## config.mk

```make
export PLATFORM = sky130hd
export DESIGN_NAME = mod3_serial_tx
export DESIGN_NICKNAME = d
export VERILOG_FILES = /design/src/rtl/mod3_pkg.sv /design/src/rtl/mod3_rem_tracker.sv /design/src/rtl/mod3_serial_tx.sv
export SDC_FILE = /design/constraint.sdc
export NUM_CORES = 1
export LEC_CHECK = 0
export BUFFER_PORTS_ARGS = -buffer_cell sky130_fd_sc_hd__buf_4
export CAP_MARGIN = 20
export CORE_UTILIZATION = 45
export CTS_CLUSTER_SIZE = 40
export DETAILED_ROUTE_END_ITERATION = 8
export PLACE_DENSITY = 0.67
export SYNTH_ARGS = -nofsm -noshare
export SYNTH_HDL_FRONTEND = slang
export SYNTH_HIERARCHICAL = 1
export SYNTH_SLANG_ARGS = --single-unit
export TNS_END_PERCENT = 10
```

## constraint.sdc

```tcl
create_clock -name clk -period 2.65 [get_ports clk]
set_clock_uncertainty 0.05 [all_clocks]
set_input_delay 0.265 -clock clk [delete_from_list [all_inputs] [get_ports clk]]
set_output_delay 0.265 -clock clk [all_outputs]
set_load 0.05 [all_outputs]
```

## src/rtl/mod3_pkg.sv

```systemverilog
// rtl/mod3_pkg.sv - shared types and helpers for the serial divisible-by-3 link
// Remainder encoding is shared with the receive-side checker.
package mod3_pkg;

   typedef enum logic [1:0] {
      REM_0 = 2'd0,
      REM_1 = 2'd1,
      REM_2 = 2'd2
   } rem_t;

   typedef enum logic [1:0] {
      IDLE = 2'd0,
      DATA = 2'd1,
      CHK1 = 2'd2,
      CHK0 = 2'd3
   } tx_state_t;

   // Remainder after appending bit b to a stream with remainder rem: (2*rem + b) mod 3.
   function automatic rem_t rem_next(input rem_t rem, input logic b);
      rem_t r;
      case (rem)
         REM_0:   r = b ? REM_1 : REM_0;
         REM_1:   r = b ? REM_0 : REM_2;
         REM_2:   r = b ? REM_2 : REM_1;
         default: r = REM_0;
      endcase
      return r;
   endfunction

   // Check field c = (3 - r) mod 3, so that (4*payload + c) is a multiple of 3.
   function automatic logic [1:0] chk_bits(input rem_t rem);
      logic [1:0] c;
      case (rem)
         REM_1:   c = 2'b10;
         REM_2:   c = 2'b01;
         default: c = 2'b00;
      endcase
      return c;
   endfunction

endpackage

```

## src/rtl/mod3_rem_tracker.sv

```systemverilog
// rtl/mod3_rem_tracker.sv - registered running mod-3 remainder of a bit stream
// clr has priority so a frame boundary and a new frame's first bit never mix.
module mod3_rem_tracker
   import mod3_pkg::*;
(
   input  logic clk,
   input  logic reset_n,
   input  logic en,
   input  logic clr,
   input  logic din,
   output rem_t rem
);

   always_ff @(posedge clk or negedge reset_n) begin
      if (!reset_n) begin
         rem <= REM_0;
      end else if (clr) begin
         rem <= REM_0;
      end else if (en) begin
         rem <= rem_next(rem, din);
      end
   end

endmodule

```

## src/rtl/mod3_serial_tx.sv

```systemverilog
// rtl/mod3_serial_tx.sv - serializes a payload MSB-first and appends a 2-bit mod-3 check field
// The full DATA_W+2 bit frame, read as an unsigned number, is divisible by 3.
module mod3_serial_tx
   import mod3_pkg::*;
#(
   parameter int DATA_W = 8
) (
   input  logic              clk,
   input  logic              reset_n,
   input  logic [DATA_W-1:0] data_i,
   input  logic              valid_i,
   output logic              ready_o,
   output logic              bit_o,
   output logic              bit_valid_o,
   output logic              last_o,
   input  logic              out_ready_i
);

   localparam int CNT_W = (DATA_W > 1) ? $clog2(DATA_W) : 1;
   localparam logic [CNT_W-1:0] CNT_LAST = CNT_W'(DATA_W - 1);

   tx_state_t         state, state_nxt;
   logic [DATA_W-1:0] shreg;
   logic [CNT_W-1:0]  cnt;
   rem_t              rem;
   logic [1:0]        chk;
   logic              consume;
   logic              accept;
   logic              data_last;

   assign chk       = chk_bits(rem);
   // Derived from state rather than bit_valid_o to keep the output decode loop-free.
   assign consume   = (state != IDLE) & out_ready_i;
   assign ready_o   = (state == IDLE) | ((state == CHK0) & out_ready_i);
   assign accept    = valid_i & ready_o;
   assign data_last = (cnt == CNT_LAST);

   mod3_rem_tracker u_rem (
      .clk     (clk),
      .reset_n (reset_n),
      .en      (consume & (state == DATA)),
      .clr     (consume & (state == CHK0)),
      .din     (shreg[DATA_W-1]),
      .rem     (rem)
   );

   always_ff @(posedge clk or negedge reset_n) begin
      if (!reset_n) begin
         state <= IDLE;
      end else begin
         state <= state_nxt;
      end
   end

   always_ff @(posedge clk or negedge reset_n) begin
      if (!reset_n) begin
         shreg <= '0;
         cnt   <= '0;
      end else if (accept) begin
         shreg <= data_i;
         cnt   <= '0;
      end else if (consume && (state == DATA)) begin
         shreg <= {shreg[DATA_W-2:0], 1'b0};
         cnt   <= data_last ? '0 : cnt + CNT_W'(1);
      end
   end

   always_comb begin
      state_nxt   = state;
      bit_o       = 1'b0;
      bit_valid_o = 1'b0;
      last_o      = 1'b0;
      case (state)
         IDLE: begin
            if (valid_i) state_nxt = DATA;
         end
         DATA: begin
            bit_valid_o = 1'b1;
            bit_o       = shreg[DATA_W-1];
            if (consume && data_last) state_nxt = CHK1;
         end
         CHK1: begin
            bit_valid_o = 1'b1;
            bit_o       = chk[1];
            if (consume) state_nxt = CHK0;
         end
         CHK0: begin
            bit_valid_o = 1'b1;
            bit_o       = chk[0];
            last_o      = 1'b1;
            if (consume) state_nxt = accept ? DATA : IDLE;
         end
         default: state_nxt = IDLE;
      endcase
   end

endmodule

```

* Word-level counts from Yosys, hierarchy flattened
Index checks and enable logic that the tools add are counted.
** Storage, ports and cells
- Register bits after elaboration :: 15
- Input port bits :: 12
- Output and inout bits :: 4
** Cells by class
- Add/subtract/negate cells :: 1
- Eq/ne operators :: 10
- Multiplexer cells :: 21
- Bitwise gates (word level) :: 6
- Reduce and logical (&&, ||, !) cells :: 9
** Operator list (number)
- two-way mux 2 bit :: 8
- two-way mux 8 bit :: 2
- two-way mux 3 bit :: 3
- case mux 2 bit (4 select lines) :: 1
- == test 2 bit, second input constant :: 3
- != test 2 bit, second input constant :: 3
- case mux 2 bit (3 select lines) :: 1
- nonzero test 2 bit :: 3
- AND 1 bit :: 5
- == test 2 x 1 -> 1 bit, second input constant :: 2
- logical NOT 2 bit :: 2
- two-way mux 1 bit :: 4
- case mux 2 bit (2 select lines) :: 1
- AND reduction 4 bit :: 1
- adder 3 x 1 -> 3 bit, second input constant :: 1
- == test 3 bit, second input constant :: 1
- case mux 1 bit (3 select lines) :: 1
- OR reduction 3 bit :: 1
- logical AND 1 bit :: 2
- != test 2 x 1 -> 1 bit, second input constant :: 1
- OR 1 bit :: 1

* Depth between registers and ports, before layout
- Depth in word-level cells :: 7
- Depth in mapped cells :: 8

* Hierarchy
The synthesis kept the hierarchy.
** By module, submodules not included
- mod3_serial_tx :: times used 1, cells each 79, area an instance 782.0 µm², seq. area each 325.3 µm²
- mod3_rem_tracker :: times used 1, cells each 11, area an instance 107.6 µm², seq. area each 50.0 µm²

* Worst setup path before layout
OpenSTA, ideal clock, no wires.
- Kind :: register to output
- From :: register state[1]
- To :: output bit_o
- Data arrival time :: 1.922 ns
- Data required time :: 2.335 ns
- Path slack :: 0.413 ns
- Cell stages (with the launch flop) :: 4
- Path buffers :: 0
- Cell sequence :: dfrtp_1 > ha_1 > a32oi_1 > a21oi_1
** Between the ends
- Word-level cells in the longest chain between the ends :: 2
- Elaborated cells on any way between the ends :: 4
** RTL lines
- start: declaration :: line mod3_serial_tx.sv:22 : tx_state_t state, state_nxt;
- start signal: assignment :: line mod3_serial_tx.sv:51 : state <= state_nxt;
- == test 2 bit / == test 2 x 1 -> 1 bit (equally long branches) :: line mod3_serial_tx.sv:73 : case (state)
- case mux 1 bit (3 select lines) (*) :: line mod3_serial_tx.sv:73
- end: declaration :: line mod3_serial_tx.sv:13 : output logic bit_o,
Every way passes the cells marked *; elsewhere a longest branch is shown, timed or not.

* Final worst setup path
- From :: register state[0]
- To :: output ready_o
** Between the ends
- Word-level cells in the longest chain between the ends :: 3
- Elaborated cells on any way between the ends :: 4
** RTL lines
- == test 2 bit :: line mod3_serial_tx.sv:34 : assign ready_o = (state == IDLE) | ((state == CHK0) & out_ready_i);
- AND 1 bit :: line mod3_serial_tx.sv:34
- OR 1 bit (*) :: line mod3_serial_tx.sv:34
- end: declaration :: line mod3_serial_tx.sv:12 : output logic ready_o,
Marked as above.

==> out/metrics.yaml <==
timing:
  hold_viol: 0
  timing_worst_slew_pin_value_ns: 0.382
  final.setup.worst_slack_ns: 0.605
  setup_viol: 0
  timing.final.crit_share: 0.772
  setup_total_negative_slack_ns: 0
  max_clock_freq_ghz: 0.489
  setup_repair_after_global_routing_missed_its_margin: "false"
  finalMaxSlewViolations: 0
  final.min_clock_period_ns: 2.04
  slew-limit-headroom: 0.746
routing:
  routed_wirelength_um: 1680
  num_vias: 694
  routed_via_density: 5.26
  detailedRoute.firstIterationViolations: 7
  remaining_drc_errors: 0
  detailedRoute.firstPassIterationCount: 4
  route.antenna.remaining_nets: 0
  wl_per_cell_um: 12.7
finish:
  final_cell_count_no_fill: 132
  layout_overhead_on_the_synthesized_area_pct: 18.8
  layout.cell_area.non_filler_mm2: 0.00106
  antennaDiodeCount: 0
  share_of_cells_above_drive_strength_1: 0.224
  layout.nets: 126
worst_setup_path:
  worst-endpoint-arrival_ns: 1.73
  cp-start-kind: "flip-flop"
  critPathMaxFanout: 11
  timing.setup.critical_path_class: "reg -> out"
  crit_path_required_time_ns: 2.34
  timing.critical_path.to_type: "output pin"
placement:
  detailedPlacementHpwl_um: 1210
  place_congestion: 0.728
  io_buffer_count: 15
  place.detailed.instances: 127
  dp_worst_setup_slack_ns: 0.681
  postPlaceCellArea_mm2: 0.00102
logic_synthesis:
  cell_types_occupying_the_most_area_after_synthesis: "dfrtp_1, ha_1, mux2i_1"
  synth_top_area_cell: "dfrtp_1"
  yosysMostFrequentCell: "dfrtp_1"
  yosysWarnings: 6
  synth_edf_count: 0
  yosys_register_bits: 15
  yosysSeqAreaShare: 0.422
  synthTopCellsByCount: "dfrtp_1, nand3_1, o21ai_1, mux2i_1"
  yosysUniqueCellTypes: 31
  postSynth.topFlopCell: "dfrtp_1"
  postSynthCellCount: 90
  syn_area_per_cell_um2: 9.88
  synth.cell_area_um2: 890
  synthesis.nets: 108
  synth.top_cell.area_share: 0.422
  synth-async-reset-ratio: 1.00
power_and_ir_drop:
  switching_share: 0.444
  post-layout-total-power_mw: 1.25
  p_int_uw: 693
  combinational_fraction_of_design_power: 0.564
  worst_ir_drop_vdd_mv: 0.581
  power.sequential.fraction: 0.331
  power.share.clock: 0.105
  power.switching_uw: 554
  leakagePower_nw: 0.539
  power.density_mw_per_mm2: 1180
global_route:
  grt_start_max_net_pins: 16
  antenna_found_initial: 0
  global_route_wire_length_before_repair_um: 2750
  grt_remaining_overflow: 0
  grt_use_total: 0.188
  vias_in_the_first_global_route: 633
clock_network:
  worst_setup_hold_path_clk_slew_ns: 0.09
  clock_insertion_delay_worst_skew_ns: 0.29
  ctsLongestPathBuffers: 2
  clkSinkCount: 15
  root_buffer: "clkbuf_4"
  cts-htree-levels: 1
  cts_repair_resize_count: 0
  cts_buffers: 3
  tritoncts: "yes"
min_path:
  worstHoldPathType: "in -> reg"
floorplan:
  fp.dieArea_mm2: 0.00216
  initial_utilization: 0.499
  core-area_mm2: 0.00178
  fp-row-count: 15
  chipHeight_um: 46.5
  die_x_um: 46.5
  num_io_pins: 16
run_status:
  outcome: "finished clean"
flow_run:
  drv.max_cap_violation_count: 0
[cells in the final DEF (no fill, tap or decap)]
master,synthesis,layout
clkbuf_1,2,1
clkbuf_4,0,3
nand2b_1,2,2
xnor2_1,1,1
nor2b_1,2,2
nand2_1,4,4
nand4_1,1,1
dlygate4sd3_1,0,1
or3_1,1,1
a32oi_1,1,1
and2_2,1,1
or3_4,1,1
or4_1,1,1
mux2i_1,7,7
and2b_4,1,1
o41ai_1,1,1
o221ai_1,1,1
nand3b_1,2,2
and2b_1,1,1
o21ai_0,2,2
o21ai_1,8,8
a2bb2oi_2,1,1
and2_1,1,1
ha_1,6,6
nand3_1,10,10
a21oi_1,5,5
dfrtp_1,15,15
buf_4,1,16
nor2_1,1,1
a21o_1,2,2
mux2_4,1,1
inv_1,6,6
[critical path, stage by stage, from the launching register on]
cell	delay [ns]
dfrtp_1	0.41
inv_1	0.13
ha_1	0.28
a21o_1	0.34
buf_4	0.27
[repair_timing]
item,4_1_cts,5_1_grt
buffers inserted,0,0
endpoints found under the hold margin,15,0
hold buffers,1,0
[area by class of cell]
class	instances	area (um2)
clock buffer	4	26.3
multi-input combinational	65	472
timing repair buffer	17	130
fill	160	726
inverter	6	22.5
sequential	15	375
tap	25	31.3
[routing by layer]
| layer | global-route usage | up-vias | wire length, um |
|---|---|---|---|
| met5 | 0 | - | 0 |
| met4 | 0.106 | 0 | 38 |
| met3 | 0.0588 | 5 | 67 |
| met2 | 0.272 | 12 | 778 |
| met1 | 0.243 | 324 | 794 |
| li1 | - | 353 | - |
[metrics by stage]
stage | util | hold slack [ns]
detailed placement | 0.573 | 0.0773
global placement | 0.573 | 0.0765
CTS | 0.593 | 0.154
global route | 0.593 | 0.151
finish | 0.593 | 0.157
floorplan | - | -0.0806
[kinds of logic after synthesis]
family / share of synthesized area
AO/OA/AOI/OAI: 0.148
flip-flops: 0.422
XOR/XNOR: 0.00985
buffers and inverters: 0.0478
multiplexers: 0.0956
AND/OR/NAND/NOR: 0.193
adder cells (fa/ha/maj): 0.0844
[power by group through the flow]
stage / clock network, mW / logic (mW) / registers, mW
global route: 0.148 / 0.773 / 0.429
detailed placement: 0 / 0.702 / 0.419
CTS: 0.135 / 0.705 / 0.414
finish: 0.131 / 0.703 / 0.412
global placement: 0 / 0.693 / 0.416
floorplan: 0 / 0.565 / 0.396
[sequential cells by signal, indices dropped and copies added, names as in the netlist]
signal     flops
cnt            3
u_rem/rem      2
shreg          8
state          2
[path summary, 6_finish.rpt]
| path | to | start | depth (start not counted) | slack (ns) |
|---|---|---|---|---|
| min reg2reg | shreg[0]$_DFFE_PN0P_ | shreg[0]$_DFFE_PN0P_ | 2 | 0.48 |
| min | shreg[5]$_DFFE_PN0P_ | data_i[5] | 3 | 0.16 |
| max | ready_o | state[0]$_DFFE_PN0P_ | 4 | 0.61 |
| max in group asynchronous | shreg[3]$_DFFE_PN0P_ | reset_n | 2 | 2.07 |
| max reg2reg | u_rem/rem[0]$_DFFE_PN0P_ | state[0]$_DFFE_PN0P_ | 6 | 0.67 |
| min in group asynchronous | u_rem/rem[0]$_DFFE_PN0P_ | reset_n | 2 | 0.31 |
Note: power is estimated with default switching activity, not from simulation.
